===== config.mk =====
export PLATFORM = sky130hd
export DESIGN_NAME = z_xfer_ctrl
export DESIGN_NICKNAME = d
export VERILOG_FILES = /design/src/rtl/z_xfer_ctrl_pkg.sv /design/src/rtl/z_ctrl_wdog.sv /design/src/rtl/z_xfer_ctrl.sv
export SDC_FILE = /design/constraint.sdc
export NUM_CORES = 1
export LEC_CHECK = 0
export CELL_PAD_IN_SITES_DETAIL_PLACEMENT = 2
export CELL_PAD_IN_SITES_GLOBAL_PLACEMENT = 2
export CORE_MARGIN = 3
export CORE_UTILIZATION = 20
export CTS_CLUSTER_DIAMETER = 200
export DETAILED_ROUTE_END_ITERATION = 8
export PLACE_DENSITY_LB_ADDON = 0.1
export SLEW_MARGIN = 20
export SYNTH_ARGS = -nofsm -noshare
export SYNTH_HDL_FRONTEND = slang
export SYNTH_HIERARCHICAL = 1
export SYNTH_SLANG_ARGS = --single-unit

===== constraint.sdc =====
create_clock -name clk -period 2 [get_ports clk]
set_input_delay 0.5 -clock clk [delete_from_list [all_inputs] [get_ports clk]]
set_output_delay 0.5 -clock clk [all_outputs]
set_load 0.03 [all_outputs]

===== src/rtl/z_xfer_ctrl_pkg.sv =====
// Shared definitions for the Z transfer sequencer: state encoding and default timeout.
// Consumed by z_xfer_ctrl and z_ctrl_wdog.
package z_xfer_ctrl_pkg;

  typedef enum logic [2:0] {
    IDLE     = 3'd0,
    WAIT_ALU = 3'd1,
    CAPTURE  = 3'd2,
    REQ      = 3'd3,
    DRIVE_LO = 3'd4,
    DRIVE_HI = 3'd5,
    DONE     = 3'd6
  } state_t;

  localparam int unsigned TIMEOUT_CYC_DEF = 64;
  localparam int unsigned CNT_W_DEF       = 7;

  // The bus request stays up from arbitration through the last drive beat.
  function automatic logic holds_bus(state_t s);
    return (s == REQ) || (s == DRIVE_LO) || (s == DRIVE_HI);
  endfunction

endpackage


===== src/rtl/z_ctrl_wdog.sv =====
// WAIT_ALU watchdog: counts stalled cycles and flags the cycle on which the limit is reached.
// Only instantiated when ZCTRL_TIMEOUT_EN is defined.
module z_ctrl_wdog #(
  parameter int unsigned LIMIT = 64,
  parameter int unsigned CNT_W = 7
) (
  input  logic clk,
  input  logic clr,
  input  logic i_clear,
  input  logic i_enable,
  output logic o_expired
);

  logic [CNT_W-1:0] r_cnt;

  always_ff @(posedge clk) begin
    if (clr || i_clear) begin
      r_cnt <= '0;
    end else if (i_enable) begin
      r_cnt <= r_cnt + 1'b1;
    end
  end

  // Fires on the stalled cycle that brings the count up to LIMIT.
  assign o_expired = i_enable && (r_cnt == CNT_W'(LIMIT - 1));

endmodule


===== src/rtl/z_xfer_ctrl.sv =====
// Z result capture and bus transfer sequencer (Moore FSM, outputs decoded from state only).
// Optional WAIT_ALU timeout enabled by defining ZCTRL_TIMEOUT_EN.
module z_xfer_ctrl
  import z_xfer_ctrl_pkg::*;
#(
  parameter int unsigned TIMEOUT_CYC = TIMEOUT_CYC_DEF,
  parameter int unsigned CNT_W       = CNT_W_DEF
) (
  input  logic clk,
  input  logic clr,
  input  logic start,
  input  logic op_wide,
  input  logic alu_done,
  input  logic bus_gnt,
  output logic bus_req,
  output logic ZIn,
  output logic ZLowOut,
  output logic ZHighOut,
  output logic RzIn,
  output logic LOIn,
  output logic HIIn,
  output logic busy,
  output logic done,
  output logic err
);

  state_t r_state;
  state_t w_state_next;
  logic   r_wide;
  logic   w_expired;

`ifdef ZCTRL_TIMEOUT_EN
  logic r_err;
  logic w_wdog_en;
  logic w_wdog_clr;

  assign w_wdog_en  = (r_state == WAIT_ALU) && !alu_done;
  assign w_wdog_clr = (r_state != WAIT_ALU);

  z_ctrl_wdog #(
    .LIMIT (TIMEOUT_CYC),
    .CNT_W (CNT_W)
  ) u_wdog (
    .clk       (clk),
    .clr       (clr),
    .i_clear   (w_wdog_clr),
    .i_enable  (w_wdog_en),
    .o_expired (w_expired)
  );

  // Remembers that the upcoming DONE was reached by timeout.
  always_ff @(posedge clk) begin
    if (clr) begin
      r_err <= 1'b0;
    end else begin
      r_err <= (r_state == WAIT_ALU) && !alu_done && w_expired;
    end
  end
`else
  localparam logic [31:0] CFG_UNUSED = 32'(TIMEOUT_CYC) ^ 32'(CNT_W);
  logic [31:0] w_unused_cfg;

  assign w_unused_cfg = CFG_UNUSED;
  assign w_expired    = 1'b0;
`endif

  always_ff @(posedge clk) begin
    if (clr) begin
      r_state <= IDLE;
      r_wide  <= 1'b0;
    end else begin
      r_state <= w_state_next;
      if (r_state == IDLE && start) begin
        r_wide <= op_wide;
      end
    end
  end

  always_comb begin
    w_state_next = r_state;
    case (r_state)
      IDLE:     if (start) w_state_next = WAIT_ALU;
      WAIT_ALU: begin
        if (alu_done) begin
          w_state_next = CAPTURE;
        end else if (w_expired) begin
          w_state_next = DONE;
        end
      end
      CAPTURE:  w_state_next = REQ;
      REQ:      if (bus_gnt) w_state_next = DRIVE_LO;
      DRIVE_LO: w_state_next = r_wide ? DRIVE_HI : DONE;
      DRIVE_HI: w_state_next = DONE;
      DONE:     w_state_next = IDLE;
      default:  w_state_next = IDLE;
    endcase
  end

  always_comb begin
    bus_req  = holds_bus(r_state);
    busy     = (r_state != IDLE) && (r_state != DONE);
    ZIn      = (r_state == CAPTURE);
    ZLowOut  = (r_state == DRIVE_LO);
    ZHighOut = (r_state == DRIVE_HI);
    RzIn     = (r_state == DRIVE_LO) && !r_wide;
    LOIn     = (r_state == DRIVE_LO) && r_wide;
    HIIn     = (r_state == DRIVE_HI);
    done     = (r_state == DONE);
`ifdef ZCTRL_TIMEOUT_EN
    err      = (r_state == DONE) && r_err;
`else
    err      = 1'b0;
`endif
  end

endmodule


==> results.ini <==
[die]
initial_core_util_pct = 22.1
core_sq_um = 1350
die_width_um = 44.6
die_y_um = 44.6
io-pin-count = 16
die-area_sq_um = 1990
placementRows = 13

[timing]
setup_viol = 0
fin_crit_ps = 1870
fin_skew_ps = 3.28
rsz0062_at_grt = false
drv_slew = 0
fmax_ghz = 0.535
fin_setup_tns_ps = 0
post-route-period-util_pct = 93.5
hold_viol_final = 0

[outcome]
status = finished clean

[clock_network]
path_clk_slew_ps = 40
cts_buffer_depth = 2
tritoncts = done
cts_hold_buf = 0
ctsHtreeMaxLevel = 1
numCtsBuffers = 3
clock_sinks = 4
clk-insertion-delay-late_ps = 230
ctsRootBufferMaster = clkbuf_4

[route]
drtAntennaViolNets = 0
first_pass_iters = 2
drc = 0
vias_per_cell = 4.73
dr_total_vias = 331
drt-initial-drc-count = 2
avgRoutedWirePerCell_um = 14.0
wl_um = 980

[power_and_ir_drop]
comb_power_share_pct = 34.2
p_seq_share_pct = 32.9
p_sw_uw = 95.9
power_density_nw_per_um2 = 632
netSwitchingFraction_pct = 31.9
clock_power_share_pct = 32.9
max-vdd-ir-drop_v = 0.000274
power_leakage_uw = 0.000243
internal_power_uw = 205

[synthesis]
synth.area.mux_share_pct = 3.36
async_flop_share_pct = 0
synth_top_family_by_area = simple AND/OR/NAND/NOR gates
syn_nets = 42
synth_edf_count = 0
syn_area_sq_um = 298
synth_common_cells = nand2_1 (6), dfxtp_1 (4), nor2_1 (3)
ys_types = 25
synth.most_common_cell = nand2_1
ys_warn_count = 6
synth_top_flop_cell = dfxtp_1
synth_fa_ha_area_share_pct = 0
syn_inst = 36
netlist_top_cells_area = dfxtp_1 (27%), nand2_1 (7.6%), a221oi_2 (5.0%)
ys_seq_area_share_pct = 26.9
avgSynthCellArea_sq_um = 8.27
yosys.area_share.xor_xnor_pct = 0
synth-simple-area-share_pct = 40.8
synth-compound-area-share_pct = 16.4
netlist.area_leader.share_pct = 26.9
synth_top_area_cell = dfxtp_1
ys_ff_latch = 4

[critical_path]
crit_start = r_state[2]
arrival_ps = 1370
worstPathMaxFanout = 5
critPathLaunchType = flip-flop
worstPathRequired_ps = 1500
reg2reg_slack_ps = 780
regToRegStartpoint = r_state[0]
rr_worst_depth = 4
worstSetupEndpointType = output port
r2r-end = r_wide
crit_type = flip-flop to output port

[place]
io_buffers = 14
hpwl_um = 874
gp_congestion = 0.710

[global_routing]
grt_max_degree = 8
grt_pass1_vias = 359
antenna_found_initial = 0
track_usage_pct = 12.0
grt_pass1_wl_mm = 1.70
overflow = 0

[hold_path]
min_to = r_wide
min_from = r_wide
min_path_cells = 2
hp-class = flip-flop to flip-flop

[cells_and_area]
area_growth_pct = 59.7
antenna_cells = 0
fin_util_pct = 35.2
fin_nets = 63
drive_above_1_share_pct = 30.9

[flow_run]
maxCapViolCount = 0

[critical path: stages (launching register included)]
cell	delay [ps]
dfxtp_1	430
nand2b_2	130
nor3_1	160
dlygate4sd2_1	420
[cell type report]
class	count	area [sq um]
Fill cell	162	875
Multi-Input combinational cell	27	184
Timing Repair Buffer	19	161
Sequential cell	4	81.3
Clock buffer	3	22.5
Tap cell	15	18.8
Inverter	2	7.51
[routing by layer]
layer,vias to the layer above,wire [um],global-route usage [%]
met5,-,0,0
met4,0,5,5.42
met3,2,88,4.47
met2,14,542,21.8
met1,155,343,11.8
li1,160,-,-
[metrics by stage]
| step | std cells | total power (uW) | cell area, sq um | hold WS [ps] | setup WS, ps |
|---|---|---|---|---|---|
| 3_5_place_dp | 67 | 210 | 465 | 552 | 23.7 |
| 4_1_cts | 70 | 310 | 479 | 562 | 11.8 |
| 3_3_place_gp | 67 | 205 | 465 | 542 | 71.4 |
| 5_1_grt | 70 | 324 | 475 | 589 | 30.5 |
| 2_1_floorplan | 36 | 164 | 298 | 477 | 168 |
| 6_report | 70 | 301 | 475 | 554 | 131 |
[placed cells by master (no fill, tap or decap), types with 3 or more instances in the layout]
cell type / n
buf_4: 6
clkbuf_4: 3
clkdlybuf4s50_1: 5
dfxtp_1: 3
dlygate4sd2_1: 7
nand2_1: 6
nor2_1: 3
[registers in the layout, indices dropped and copies added, names as in the netlist]
register  flops
r_wide        1
r_state       3
[power by group through the flow]
stage	registers, uW	logic [uW]	clock network, uW
after global routing	100	113	111
final	98.9	103	98.8
after global placement	98.5	107	0
after floorplan	94.1	69.8	0
after detailed placement	99.5	111	0
after CTS	99.1	105	105
[kinds of logic (layout without fill, tap and decap cells)]
family                 after synthesis  after routing
AND/OR/NAND/NOR                     19             19
AO/OA/AOI/OAI                        6              6
buffers and inverters                5             24
flip-flops                           4              4
other                                1              1
multiplexers                         1              1
[repair_timing]
action / 4_1_cts / 5_1_grt
gates resized for setup: 9 / 2
pin swaps: 0 / 0
buffers inserted: 0 / 0
cloned: 0 / 0
endpoints found under the setup margin: 8 / 1
[worst max path at each step]
stage | endpoint | slack [ps]
2_1_floorplan | LOIn | 170
6_report | RzIn | 130
3_5_place_dp | RzIn | 20
4_1_cts | busy | 10
5_1_grt | RzIn | 30
3_3_place_gp | busy | 70
No activity file was read; power rests on OpenSTA's default activity.
